**config.mk**
```make
export PLATFORM = sky130hd
export DESIGN_NAME = dco_word_monitor_flat
export DESIGN_NICKNAME = d
export VERILOG_FILES = /design/src/rtl/dco_word_monitor_pkg.sv /design/src/rtl/dco_word_monitor_if.sv /design/src/rtl/dco_word_monitor_row_col_dec.sv /design/src/rtl/dco_word_monitor.sv /design/src/flat_wrapper.sv
export SDC_FILE = /design/constraint.sdc
export NUM_CORES = 1
export LEC_CHECK = 0
export ABC_AREA = 1
export CORE_ASPECT_RATIO = 0.5
export CORE_MARGIN = 2
export CORE_UTILIZATION = 57
export CTS_CLUSTER_SIZE = 8
export DETAILED_ROUTE_END_ITERATION = 10
export MAX_ROUTING_LAYER = met4
export PLACE_DENSITY = 0.82
export RECOVER_POWER = 25
export SLEW_MARGIN = 25
export SYNTH_ARGS = -nofsm -noshare
export SYNTH_HDL_FRONTEND = slang
export SYNTH_SLANG_ARGS = --single-unit
```
**constraint.sdc**
```tcl
create_clock -name clk -period 10.5 [get_ports clk]
set_input_delay 3.15 -clock clk [delete_from_list [all_inputs] [get_ports clk]]
set_output_delay 3.15 -clock clk [all_outputs]
set_load 0.05 [all_outputs]
```
**src/rtl/dco_word_monitor_pkg.sv**
```systemverilog
// Shared constants, state encodings and decode helpers for the DCO word monitor.
package dco_word_monitor_pkg;

   localparam int N_L      = 5;
   localparam int N_MS     = 16;
   localparam int OFF_L    = 13;
   localparam int OFF_MS   = 128;
   localparam int WMAX_L   = 25;
   localparam int WMAX_MS  = 255;
   localparam int DEC_W    = 9;
   localparam int CNT_BITS = 8;

   typedef enum logic [1:0] {
      ST_UNSET   = 2'd0,
      ST_COUNT   = 2'd1,
      ST_SETTLED = 2'd2
   } settle_e;

   typedef enum logic [1:0] {
      SN_IDLE = 2'd0,
      SN_CAP  = 2'd1,
      SN_HOLD = 2'd2
   } snap_e;

   typedef struct packed {
      settle_e st_l;
      settle_e st_m;
      settle_e st_s;
      snap_e   snap;
   } mon_dbg_t;

   function automatic logic [4:0] popcount16(input logic [15:0] v);
      logic [4:0] c;
      c = '0;
      for (int i = 0; i < 16; i++) c = c + {4'd0, v[i]};
      return c;
   endfunction

   // A thermometer code has no zero below its highest one, so v & (v+1) is zero.
   function automatic logic is_thermo16(input logic [15:0] v);
      return (v & (v + 16'd1)) == 16'd0;
   endfunction

endpackage

```
**src/rtl/dco_word_monitor_if.sv**
```systemverilog
// Bank code bus and snapshot handshake between the monitor and its driver/reader.
interface dco_word_monitor_if;
   logic        [4:0]  l_rall, l_row, l_col;
   logic        [15:0] m_rall, m_row, m_col;
   logic        [15:0] s_rall, s_row, s_col;

   // snap_req is a level held by the reader; snap_ack high means snap_l/m/s are
   // captured and stable. Dropping snap_req releases them; snap_ack falls one cycle later.
   logic               snap_req;
   logic               snap_ack;
   logic signed [4:0]  snap_l;
   logic signed [7:0]  snap_m;
   logic signed [7:0]  snap_s;

   modport master (
      output l_rall, l_row, l_col, m_rall, m_row, m_col, s_rall, s_row, s_col, snap_req,
      input  snap_ack, snap_l, snap_m, snap_s
   );

   modport slave (
      input  l_rall, l_row, l_col, m_rall, m_row, m_col, s_rall, s_row, s_col, snap_req,
      output snap_ack, snap_l, snap_m, snap_s
   );
endinterface

```
**src/rtl/dco_word_monitor_row_col_dec.sv**
```systemverilog
// Combinational decode of one rall/row/col bank code into its unsigned index w and a legal flag.
module row_col_dec
   import dco_word_monitor_pkg::*;
#(
   parameter int N    = 16,
   parameter int WMAX = 255
) (
   input  logic [N-1:0]     rall_i,
   input  logic [N-1:0]     row_i,
   input  logic [N-1:0]     col_i,
   output logic [DEC_W-1:0] w_o,
   output logic             legal_o
);

   logic [15:0]  rall_x;
   logic [15:0]  col_x;
   logic [4:0]   q;
   logic [4:0]   r;
   logic [N-1:0] row_exp;

   always_comb begin
      rall_x          = '0;
      col_x           = '0;
      rall_x[N-1:0]   = rall_i;
      col_x[N-1:0]    = col_i;
      q               = popcount16(rall_x);
      r               = popcount16(col_x);
      // Row is one-hot at q, and empty once the coarse count has run off the end.
      row_exp = '0;
      for (int i = 0; i < N; i++) begin
         if (q == 5'(i)) row_exp[i] = 1'b1;
      end
      w_o     = DEC_W'(N) * DEC_W'(q) + DEC_W'(r);
      legal_o = is_thermo16(rall_x) && is_thermo16(col_x) && (row_i == row_exp) &&
                !((q == 5'(N)) && (r != '0)) && (w_o <= DEC_W'(WMAX));
   end

endmodule

```
**src/rtl/dco_word_monitor.sv**
```systemverilog
// DCO bank read-back monitor: decodes bank codes to signed words, flags illegal codes,
// tracks settling and serves snapshots. Optional min/max history: DCO_MON_HIST_EN.
module dco_word_monitor
   import dco_word_monitor_pkg::*;
#(
   parameter int SETTLE_CNT = 8,
   parameter int CNTW       = 16
) (
   input  logic                   clk,
   input  logic                   rst,
   input  logic                   en,
   input  logic                   clr,
   dco_word_monitor_if.slave      bus,
   output logic signed [4:0]      word_l,
   output logic signed [7:0]      word_m,
   output logic signed [7:0]      word_s,
   output logic                   settled_l,
   output logic                   settled_m,
   output logic                   settled_s,
   output logic                   err_l,
   output logic                   err_m,
   output logic                   err_s,
   output logic [CNTW-1:0]        chg_m,
   output logic [CNTW-1:0]        chg_s,
   output mon_dbg_t               dbg_o
`ifdef DCO_MON_HIST_EN
   ,
   output logic signed [7:0]      min_s,
   output logic signed [7:0]      max_s
`endif
);

   logic [4:0]          l_rall_q, l_row_q, l_col_q;
   logic [15:0]         m_rall_q, m_row_q, m_col_q;
   logic [15:0]         s_rall_q, s_row_q, s_col_q;
   logic [1:0]          mask_q;
   logic                mask_done;

   logic [DEC_W-1:0]    w_l, w_m, w_s;
   logic                leg_l, leg_m, leg_s;
   logic signed [4:0]   dec_l;
   logic signed [7:0]   dec_m, dec_s;

   logic signed [4:0]   word_l_q;
   logic signed [7:0]   word_m_q, word_s_q;
   logic                err_l_q, err_m_q, err_s_q;
   logic [CNTW-1:0]     chg_m_q, chg_s_q;

   logic [2:0]          legal, same;
   settle_e             st_q  [3];
   settle_e             st_d  [3];
   logic [CNT_BITS-1:0] cnt_q [3];
   logic [CNT_BITS-1:0] cnt_d [3];

   snap_e               snap_q, snap_d;
   logic signed [4:0]   snap_l_q;
   logic signed [7:0]   snap_m_q, snap_s_q;

   always_ff @(posedge clk or posedge rst) begin
      if (rst) begin
         l_rall_q <= '0;  l_row_q <= '0;  l_col_q <= '0;
         m_rall_q <= '0;  m_row_q <= '0;  m_col_q <= '0;
         s_rall_q <= '0;  s_row_q <= '0;  s_col_q <= '0;
      end else if (en) begin
         l_rall_q <= bus.l_rall;  l_row_q <= bus.l_row;  l_col_q <= bus.l_col;
         m_rall_q <= bus.m_rall;  m_row_q <= bus.m_row;  m_col_q <= bus.m_col;
         s_rall_q <= bus.s_rall;  s_row_q <= bus.s_row;  s_col_q <= bus.s_col;
      end
   end

   row_col_dec #(.N(N_L), .WMAX(WMAX_L)) u_dec_l (
      .rall_i(l_rall_q), .row_i(l_row_q), .col_i(l_col_q), .w_o(w_l), .legal_o(leg_l)
   );
   row_col_dec #(.N(N_MS), .WMAX(WMAX_MS)) u_dec_m (
      .rall_i(m_rall_q), .row_i(m_row_q), .col_i(m_col_q), .w_o(w_m), .legal_o(leg_m)
   );
   row_col_dec #(.N(N_MS), .WMAX(WMAX_MS)) u_dec_s (
      .rall_i(s_rall_q), .row_i(s_row_q), .col_i(s_col_q), .w_o(w_s), .legal_o(leg_s)
   );

   assign dec_l     = 5'(w_l - DEC_W'(OFF_L));
   assign dec_m     = 8'(w_m - DEC_W'(OFF_MS));
   assign dec_s     = 8'(w_s - DEC_W'(OFF_MS));
   assign legal     = {leg_s, leg_m, leg_l};
   assign same      = {dec_s == word_s_q, dec_m == word_m_q, dec_l == word_l_q};
   // Stage-1 holds zeros for the first samples after reset; keep them out of the sticky errors.
   assign mask_done = (mask_q == 2'd2);

   always_ff @(posedge clk or posedge rst) begin
      if (rst) begin
         mask_q   <= '0;
         word_l_q <= '0;
         word_m_q <= '0;
         word_s_q <= '0;
         err_l_q  <= 1'b0;
         err_m_q  <= 1'b0;
         err_s_q  <= 1'b0;
         chg_m_q  <= '0;
         chg_s_q  <= '0;
      end else if (en) begin
         if (!mask_done) mask_q <= mask_q + 2'd1;
         if (leg_l) word_l_q <= dec_l;
         if (leg_m) word_m_q <= dec_m;
         if (leg_s) word_s_q <= dec_s;
         if (clr) begin
            err_l_q <= 1'b0;
            err_m_q <= 1'b0;
            err_s_q <= 1'b0;
            chg_m_q <= '0;
            chg_s_q <= '0;
         end else begin
            if (!leg_l && mask_done) err_l_q <= 1'b1;
            if (!leg_m && mask_done) err_m_q <= 1'b1;
            if (!leg_s && mask_done) err_s_q <= 1'b1;
            if (leg_m && !same[1] && (chg_m_q != '1)) chg_m_q <= chg_m_q + 1'b1;
            if (leg_s && !same[2] && (chg_s_q != '1)) chg_s_q <= chg_s_q + 1'b1;
         end
      end
   end

   always_comb begin
      for (int b = 0; b < 3; b++) begin
         st_d[b]  = st_q[b];
         cnt_d[b] = cnt_q[b];
         if (clr) begin
            st_d[b]  = ST_UNSET;
            cnt_d[b] = '0;
         end else begin
            case (st_q[b])
               ST_UNSET: begin
                  if (legal[b]) begin
                     st_d[b]  = (SETTLE_CNT == 1) ? ST_SETTLED : ST_COUNT;
                     cnt_d[b] = CNT_BITS'(1);
                  end
               end
               ST_COUNT: begin
                  if (!legal[b]) begin
                     st_d[b]  = ST_UNSET;
                     cnt_d[b] = '0;
                  end else if (!same[b]) begin
                     cnt_d[b] = CNT_BITS'(1);
                  end else if (({1'b0, cnt_q[b]} + 9'd1) >= 9'(SETTLE_CNT)) begin
                     st_d[b]  = ST_SETTLED;
                     cnt_d[b] = CNT_BITS'(SETTLE_CNT);
                  end else begin
                     cnt_d[b] = cnt_q[b] + 1'b1;
                  end
               end
               ST_SETTLED: begin
                  if (!legal[b]) begin
                     st_d[b]  = ST_UNSET;
                     cnt_d[b] = '0;
                  end else if (!same[b]) begin
                     st_d[b]  = ST_COUNT;
                     cnt_d[b] = CNT_BITS'(1);
                  end
               end
               default: begin
                  st_d[b]  = ST_UNSET;
                  cnt_d[b] = '0;
               end
            endcase
         end
      end
   end

   always_ff @(posedge clk or posedge rst) begin
      if (rst) begin
         for (int b = 0; b < 3; b++) begin
            st_q[b]  <= ST_UNSET;
            cnt_q[b] <= '0;
         end
      end else if (en) begin
         for (int b = 0; b < 3; b++) begin
            st_q[b]  <= st_d[b];
            cnt_q[b] <= cnt_d[b];
         end
      end
   end

   // Snapshot FSM: CAP always lasts exactly one cycle and HOLD at least one.
   always_comb begin
      snap_d = snap_q;
      case (snap_q)
         SN_IDLE: if (bus.snap_req) snap_d = SN_CAP;
         SN_CAP:  snap_d = SN_HOLD;
         SN_HOLD: if (!bus.snap_req) snap_d = SN_IDLE;
         default: snap_d = SN_IDLE;
      endcase
   end

   always_ff @(posedge clk or posedge rst) begin
      if (rst) begin
         snap_q   <= SN_IDLE;
         snap_l_q <= '0;
         snap_m_q <= '0;
         snap_s_q <= '0;
      end else if (en) begin
         snap_q <= snap_d;
         if (snap_q == SN_CAP) begin
            snap_l_q <= word_l_q;
            snap_m_q <= word_m_q;
            snap_s_q <= word_s_q;
         end
      end
   end

`ifdef DCO_MON_HIST_EN
   logic signed [7:0] min_s_q, max_s_q;

   always_ff @(posedge clk or posedge rst) begin
      if (rst) begin
         max_s_q <= 8'sh80;
         min_s_q <= 8'sh7F;
      end else if (en) begin
         if (clr) begin
            max_s_q <= 8'sh80;
            min_s_q <= 8'sh7F;
         end else if ((st_q[2] == ST_SETTLED) && leg_s) begin
            if (dec_s > max_s_q) max_s_q <= dec_s;
            if (dec_s < min_s_q) min_s_q <= dec_s;
         end
      end
   end

   assign min_s = min_s_q;
   assign max_s = max_s_q;
`endif

   assign word_l       = word_l_q;
   assign word_m       = word_m_q;
   assign word_s       = word_s_q;
   assign err_l        = err_l_q;
   assign err_m        = err_m_q;
   assign err_s        = err_s_q;
   assign chg_m        = chg_m_q;
   assign chg_s        = chg_s_q;
   assign settled_l    = (st_q[0] == ST_SETTLED);
   assign settled_m    = (st_q[1] == ST_SETTLED);
   assign settled_s    = (st_q[2] == ST_SETTLED);
   assign bus.snap_ack = (snap_q == SN_HOLD);
   assign bus.snap_l   = snap_l_q;
   assign bus.snap_m   = snap_m_q;
   assign bus.snap_s   = snap_s_q;
   assign dbg_o.st_l   = st_q[0];
   assign dbg_o.st_m   = st_q[1];
   assign dbg_o.st_s   = st_q[2];
   assign dbg_o.snap   = snap_q;

endmodule

```
**src/flat_wrapper.sv**
```systemverilog
// flat-port wrapper written by rule: the top's interface ports become plain ports
module dco_word_monitor_flat import dco_word_monitor_pkg::*;
#(
   parameter int SETTLE_CNT = 8,
   parameter int CNTW       = 16
)
  (clk, rst, en, clr, word_l, word_m, word_s, settled_l, settled_m, settled_s, err_l, err_m, err_s, chg_m, chg_s, dbg_o, bus_l_rall, bus_l_row, bus_l_col, bus_m_rall, bus_m_row, bus_m_col, bus_s_rall, bus_s_row, bus_s_col, bus_snap_req, bus_snap_ack, bus_snap_l, bus_snap_m, bus_snap_s);
  dco_word_monitor_if bus_i ();
  input  logic clk;
  input  logic rst;
  input  logic en;
  input  logic clr;
  output logic signed [4:0] word_l;
  output logic signed [7:0] word_m;
  output logic signed [7:0] word_s;
  output logic settled_l;
  output logic settled_m;
  output logic settled_s;
  output logic err_l;
  output logic err_m;
  output logic err_s;
  output logic [CNTW-1:0] chg_m;
  output logic [CNTW-1:0] chg_s;
  output mon_dbg_t dbg_o;
  input wire logic [$bits(bus_i.l_rall)-1:0] bus_l_rall;
  input wire logic [$bits(bus_i.l_row)-1:0] bus_l_row;
  input wire logic [$bits(bus_i.l_col)-1:0] bus_l_col;
  input wire logic [$bits(bus_i.m_rall)-1:0] bus_m_rall;
  input wire logic [$bits(bus_i.m_row)-1:0] bus_m_row;
  input wire logic [$bits(bus_i.m_col)-1:0] bus_m_col;
  input wire logic [$bits(bus_i.s_rall)-1:0] bus_s_rall;
  input wire logic [$bits(bus_i.s_row)-1:0] bus_s_row;
  input wire logic [$bits(bus_i.s_col)-1:0] bus_s_col;
  input wire logic [$bits(bus_i.snap_req)-1:0] bus_snap_req;
  output wire logic [$bits(bus_i.snap_ack)-1:0] bus_snap_ack;
  output wire logic [$bits(bus_i.snap_l)-1:0] bus_snap_l;
  output wire logic [$bits(bus_i.snap_m)-1:0] bus_snap_m;
  output wire logic [$bits(bus_i.snap_s)-1:0] bus_snap_s;
  assign bus_i.l_rall = bus_l_rall;
  assign bus_i.l_row = bus_l_row;
  assign bus_i.l_col = bus_l_col;
  assign bus_i.m_rall = bus_m_rall;
  assign bus_i.m_row = bus_m_row;
  assign bus_i.m_col = bus_m_col;
  assign bus_i.s_rall = bus_s_rall;
  assign bus_i.s_row = bus_s_row;
  assign bus_i.s_col = bus_s_col;
  assign bus_i.snap_req = bus_snap_req;
  assign bus_snap_ack = bus_i.snap_ack;
  assign bus_snap_l = bus_i.snap_l;
  assign bus_snap_m = bus_i.snap_m;
  assign bus_snap_s = bus_i.snap_s;
  dco_word_monitor #(.SETTLE_CNT(SETTLE_CNT), .CNTW(CNTW)) u_core (.clk(clk), .rst(rst), .en(en), .clr(clr), .bus(bus_i), .word_l(word_l), .word_m(word_m), .word_s(word_s), .settled_l(settled_l), .settled_m(settled_m), .settled_s(settled_s), .err_l(err_l), .err_m(err_m), .err_s(err_s), .chg_m(chg_m), .chg_s(chg_s), .dbg_o(dbg_o));
endmodule
```
==> results of run 1 <==
-- power groups by stage --
stage	logic (mW)	clock network [mW]	registers [mW]
floorplan	1.85	0	1.16
global placement	2.45	0	1.04
detailed placement	2.52	0	1.04
CTS	2.54	0.892	1.03
global route	2.90	0.932	1.04
finish	2.56	0.880	1.03
-- critical path, stage by stage (launching register included) --
cell and delay (ns):
dfrtp_1 0.41, inv_1 0.10, fa_1 0.50, fa_1 0.56, fa_1 0.44, fa_1 0.49, inv_1 0.04, ha_1 0.20
fa_1 0.43, xor2_2 0.54, inv_2 0.30, nor2_1 0.29, nand2_1 0.08, nand2_1 0.09, nand2_1 0.05, nor2_1 0.12
nand2_1 0.08, nor2_2 0.19, nand4_1 0.18, nand2_2 0.40, inv_1 0.22, nand2_1 0.11, nand2_1 0.06
-- how the worst max path moves through the flow --
stage               cells past startpoint               start                    to  slack, ns
floorplan                               1                 rst  u_core.bus.snap_l[0]       1.27
global placement                        9                 clr      u_core.cnt_q[16]       4.62
detailed placement                      9                 clr      u_core.cnt_q[17]       4.55
CTS                                    22  u_core.s_rall_q[0]      u_core.chg_s[14]       4.54
global route                           22  u_core.s_rall_q[1]      u_core.chg_s[14]       3.95
finish                                 22  u_core.s_rall_q[1]      u_core.chg_s[15]       4.52
-- area by class of cell --
cell class	instances	area, um^2
clock inverter	1	8.758
multi-input combinational	1572	8270
inverter	305	1160
tap	352	440.4
antenna	1	2.502
timing repair buffer	209	2085
sequential	222	5555
clock buffer	32	789.5
fill	2246	8016
-- kinds of logic after synthesis --
| kind of cell | synth area share (%) |
|---|---|
| AOI/OAI and AO/OA | 7.568 |
| and+or+nand+nor | 32.68 |
| buffers and inverters | 9.098 |
| adders and majority gates | 10.69 |
| xor gates and xnor gates | 3.217 |
| DFF | 36.53 |
| muxes | 0.2221 |
-- per-layer routing --
| metal | global-route usage [%] | up-vias | part of all wire, % |
|---|---|---|---|
| li1 | - | 7142 | - |
| met1 | 38.47 | 6685 | 45 |
| met5 | - | - | 0 |
| met4 | 7.595 | 0 | 2.4 |
| met3 | 3.704 | 68 | 4.9 |
| met2 | 48.84 | 377 | 48 |
-- per-stage QoR --
| stage | utilization (%) | instances | hold WS (ns) | area (um^2) |
|---|---|---|---|---|
| after CTS | 69.51 | 2693 | 0.4858 | 18300 |
| after floorplan | - | 2147 | 0.4570 | 15210 |
| after global routing | 69.55 | 2694 | 0.4987 | 18310 |
| final | 69.55 | 2694 | 0.4831 | 18310 |
| after detailed placement | 66.48 | 2660 | 0.4728 | 17500 |
| after global placement | 66.48 | 2660 | 0.4665 | 17500 |
-- registers in the layout, indices dropped and copies added (netlist names), 2 cells and up --
name and count:
u_core.bus.snap_l 5, u_core.bus.snap_m 8, u_core.bus.snap_s 8, u_core.chg_m 16, u_core.chg_s 16, u_core.cnt_q 24
u_core.dbg_o 6, u_core.l_col_q 5, u_core.l_rall_q 5, u_core.l_row_q 5, u_core.m_col_q 16, u_core.m_rall_q 16
u_core.m_row_q 16, u_core.mask_q 2, u_core.s_col_q 16, u_core.s_rall_q 16, u_core.s_row_q 16, u_core.snap_q 2
u_core.word_l 5, u_core.word_m 8, u_core.word_s 8
-- synthesized netlist by cell type, types with 3 or more instances --
| cell | n |
|---|---|
| a21oi_1 | 29 |
| buf_2 | 6 |
| buf_4 | 5 |
| buf_6 | 4 |
| clkbuf_1 | 32 |
| dfrtp_1 | 222 |
| fa_1 | 45 |
| ha_1 | 58 |
| inv_1 | 299 |
| inv_2 | 4 |
| mux2_2 | 3 |
| nand2_1 | 655 |
| nand2_2 | 7 |
| nand3_1 | 175 |
| nand4_1 | 45 |
| nor2_1 | 249 |
| nor2_4 | 3 |
| nor3_1 | 30 |
| nor4_1 | 7 |
| o211ai_1 | 3 |
| o21ai_0 | 169 |
| o21ai_1 | 17 |
| o31ai_1 | 3 |
| or2_2 | 5 |
| xnor2_1 | 3 |
| xor2_1 | 46 |
==> results.md, run 1 <==
- Initial antenna violation count: 1
- Final ANT Viol Nets: 0
- Synth area leader: dfrtp_1
- Largest net degree at the start of global routing: 150
- Via density per instance: around 5.3
- Number of global-route vias before repair: 13.64k
- Crit path time final: 5.984 ns
- DRC: 0
- Commonest non-fill, non-tap cells in the layout: nand2_1 (655), inv_1 (298), nor2_1 (249), dfrtp_1 (222), clkdlybuf4s50_1 (202)
- R2R depth: 22
- Top cell type's share of synthesized area: 36.53%
- IO Pins: 205
- Synthesized area per cell: 7.084 um^2
- Initial Util: 57.77%
- Rows: 42
- Tot GR Track Use: between 20 and 30%
- Sequential area share after synthesis: 36.53%
- CTS Root Cell: clkbuf_16
- Critical Path Source Type: flop
- Die W: approximately 240 um
- Max-slew headroom: 40.81%
- Worst hold path type: flop to flop
- Most common cell after layout, fill and taps aside: nand2_1
- # hold bufs at CTS: 0
- FF-to-FF End: u_core.chg_s[15]
- Max-slew violation count: 0
- P_sw: 2.176 mW
- Distinct cells, synth: 45
- Avg WL per Cell: 14.61 um
- Clock Tree Buf Depth: 3
- Leak Pwr: ~9 nW
- CTS Buf Count: 31
- Worst Hold Endpoint: u_core.bus.snap_l[1]
- Post-CTS setup repair buffer count: 0
- Seq pwr share: a little under a quarter
- Share of cells above drive strength 1: 3.204%
- RSZ-0062 raised after global routing: false
- Arrival @ worst endpoint: 6.43 ns
- Vias: approximately 14k
- Worst-path clk slew: approximately 0.050 ns
- Core box area: 26330 um^2
- H-Tree Depth: 1
- Max VDD drop: 0.0002141 V
- Initial DRC count: 1096
- Slew @ Worst Pin: 0.8879 ns
- R2R setup slack: between 4 and 5 ns
- Residual overflow from global routing: 0
- FMAX: 167.1 MHz
- Port buffer count: slightly above 200
- Hold path start: u_core.bus.snap_l[1]
- Number of synthesized register bits: 222
- Layout area overhead: 20.39%
- GP Congestion: 0.9554
- Crit end category: flop
- DP HPWL: approximately 30000 um
- Largest cells by area after synthesis: dfrtp_1 (37%), nand2_1 (16%), inv_1 (7.4%)
- Max FO, Critical Path: 24
- Final Worst Setup Slack: 4.516 ns
- Die area: 28080 um^2
- EDFF count, synth: 0
- PD cells: about 240 nW/um^2
- Synth async-reset ratio: 100.0%
- Clock Sinks: 222
- Synth warnings: 0
- Max Cap Violations: 0
- Clk pwr share: 19.7%
- Final #Nets: 2560
- Crit Path Category: flop to flop
- CTS tree: built
- DIE HEIGHT: between 100 and 150 um
- # resized after CTS: 0
- Tot Pwr: 4.467 mW
- First-pass GRT wire length: around 66000 um
- Sw frac: about half
- Syn nets: 2366
- Hold Path Depth: 2
- P_int: around 2.3 mW
- Outcome: finished, final reports clean
- Combinational power share: 57.3%
- TNS Setup: 0 ns
- Period utilization: 56.99%
- Syn Inst Count: 2147
- Pre-antenna DRT Iters: 5
- RR Startpoint: u_core.s_rall_q[1]
- Setup Skew: 0.01650 ns
- Clk_lat worst skew: 0.57 ns
- Post-Synthesis Cell Area: between 15000 and 20000 um^2
- Worst Path Required: between 10 and 15 ns
- Worst slack, placed: ~4.5 ns
- Routed WL: 39360 um
- Hold Vio Cnt, Final: 0
- Prevailing post-synth register cell: dfrtp_1
- Final setup violation count: 0
Power figures use the tool's default switching activity.
==> run 2: changes to the inputs <==
clock period = 5.7 ns   (was 10.5 ns; I/O delays follow)
==> run 2 against run 1 <==
Compared with the run above: wire length rose by 1.5%; cell area is 1.7% higher; non-clock buffer count grew 26; critical endpoint is now u_core.chg_m[7]; largest power group unchanged; highest routed layer unchanged.
==> results.md, run 2 (synthesized netlist as in run 1, its figures left out) <==
- Via density per instance: ~5.3
- Commonest non-fill, non-tap cells in the layout: nand2_1 (653), inv_1 (294), nor2_1 (242), dfrtp_1 (220), clkdlybuf4s50_1 (203)
- Clk_lat worst skew: 0.56 ns
- Worst-path clk slew: approximately 0.05 ns
- Avg WL per Cell: 14.67 um
- Number of fill cells: 2208
- Met3 Use GR: roughly 3.7%
- Crit path time final: 5.407 ns
- Initial Util: between 50% and 60%
- Initial antenna violation count: 0
- Max VDD drop: 0.0003954 V
- Clock Tree Buf Depth: 3
- Combinational power share: between 50% and 60%
- Worst hold path type: flop to flop
- Grt met1 use: about two fifths
- Tot Pwr: 8.562 mW
- Clock Sinks: 222
- Die W: between 200 and 250 um
- Ant diodes: 0
- Outcome: finished, final reports clean
- Largest net degree at the start of global routing: 138
- First-pass GRT wire length: 66850 um
- RSZ-0062 raised after global routing: true
- Tot GR Track Use: a little under 30%
- Max reg flops: 24
- Most common cell after layout, fill and taps aside: nand2_1
- CTS Buf Count: 31
- Share of cells above drive strength 1: 5.361%
- Slowest cell on the critical path: fa_1
- IO Pins: 205
- TNS Setup: 0 ns
- H-Tree Depth: 1
- Peak per-stage delay on the critical path: 0.55 ns
- Max Cap Violations: 0
- GRT busiest layer: met2
- Residual overflow from global routing: 0
- Final ANT Viol Nets: 0
- PD cells: 459.8 nW/um^2
- Leak Pwr: 9.098 nW
- Critical Path Source Type: flop
- Crit end category: flop
- P_int: about 4.4 mW
- Routed WL: roughly 40000 um
- Port buffer count: 204
- Met2 usage: 50.79%
- Final #Nets: approximately 2.6k
- Pre-antenna DRT Iters: 5
- Rows: 42
- Setup Skew: between 0.01 and 0.015 ns
- Setup crit start: u_core.m_col_q[5]
- DIE HEIGHT: 119.5 um
- Final setup violation count: 0
- FMAX: between 150 and 200 MHz
- R2R depth: 28
- Initial DRC count: roughly 1.0k
- Max-slew violation count: 0
- DRC: 0
- Die area: 28080 um^2
- Max FO, Critical Path: 10
- # hold bufs at CTS: 0
- Hold Vio Cnt, Final: 0
- Worst Path Required: about 6.1 ns
- Arrival @ worst endpoint: 5.84 ns
- Sw frac: 48.34%
- RR Startpoint: u_core.m_col_q[5]
- Clk pwr share: 19.1%
- Crit Path Category: flop to flop
- Final Worst Setup Slack: 0.2927 ns
- Vias: 14.46k
- CTS tree: built
- FF-to-FF End: u_core.chg_m[7]
- GP Congestion: 0.9987
- Setup crit end: u_core.chg_m[7]
- P_sw: 4.139 mW
- Max-slew headroom: 33.61%
- Core box area: 26330 um^2
- Slew @ Worst Pin: roughly 1 ns
- Number of global-route vias before repair: 13.97k
- R2R setup slack: 0.29 ns
- Period utilization: a little over nine tenths
- DP HPWL: 30070 um
- Worst slack, placed: 0.1431 ns
- Most flop-heavy register: u_core.cnt_q
- CTS Root Cell: clkbuf_16
- Seq pwr share: 22.1%
- Layout area overhead: 22.43%
## run 2: changes by cell type in the layout (fill, tap and decap cells not counted), sizes merged
cell | before | now
buf | 6 | 32
clkdlybuf4s50 | 202 | 203
clkinv | 2 | 1
clkinvlp | 0 | 2
diode | 1 | 0
dlygate4sd3 | 1 | 0
inv | 304 | 303
nand2 | 663 | 665
## run 2: per-stage QoR
step	util [%]	hold slack [ns]	instances	instance area, um^2
6_report	70.73	0.4812	2721	18620
5_1_grt	70.73	0.5058	2721	18620
4_1_cts	70.05	0.4860	2709	18440
3_5_place_dp	67.01	0.4732	2676	17640
3_3_place_gp	67.01	0.4644	2676	17640
2_1_floorplan	-	0.4570	2147	15210
## run 2: worst min-delay path by stage
stage / startpoint / to / slack (ns) / depth (start not counted)
2_1_floorplan: u_core.mask_q[1] / u_core.mask_q[1] / 0.46 / 2
3_3_place_gp: u_core.bus.snap_m[5] / u_core.bus.snap_m[5] / 0.46 / 2
3_5_place_dp: u_core.bus.snap_l[3] / u_core.bus.snap_l[3] / 0.47 / 2
4_1_cts: u_core.bus.snap_l[3] / u_core.bus.snap_l[3] / 0.49 / 2
5_1_grt: u_core.bus.snap_s[1] / u_core.bus.snap_s[1] / 0.51 / 2
6_report: u_core.bus.snap_m[7] / u_core.bus.snap_m[7] / 0.48 / 2
## run 2: per-layer routing
| metal | vias to the layer above | wire length (um) |
|---|---|---|
| li1 | 7188 | - |
| met1 | 6762 | 17380 |
| met2 | 441 | 19330 |
| met3 | 68 | 2335 |
| met4 | 0 | 885 |
| met5 | - | 0 |
## run 2: cell type report
| class | count | area (um^2) | share of cell area, % |
|---|---|---|---|
| well taps | 352 | 440.4 | 2.365 |
| multi-input cells | 1574 | 8362 | 44.91 |
| clock inverters | 1 | 8.758 | 0.04704 |
| inverters | 305 | 1157 | 6.216 |
| flip-flops and latches | 222 | 5558 | 29.85 |
| clock buffers | 32 | 789.5 | 4.240 |
| repair buffers | 235 | 2305 | 12.38 |
## run 2: timing repair
item	4_1_cts	5_1_grt
gates resized for setup	0	31
setup buffers	0	10
endpoints found under the setup margin	0	61
## run 2: worst max-delay path: cells and delay by family, from the launching register on
family | cells | cell delay (ns)
AOI/OAI and AO/OA | 3 | 0.28
xor gates and xnor gates | 1 | 0.16
buffers and inverters | 6 | 0.51
adders and majority gates | 8 | 2.90
DFF | 1 | 0.39
and+or+nand+nor | 10 | 1.04
## run 2: power by group through the flow
stage / clock [mW] / sequential [mW] / combinational (mW)
after detailed placement: 0 / 1.91 / 4.81
after global placement: 0 / 1.91 / 4.69
after floorplan: 0 / 2.14 / 3.41
after global routing: 1.72 / 1.91 / 5.64
final: 1.63 / 1.89 / 5.04
after CTS: 1.65 / 1.89 / 4.85
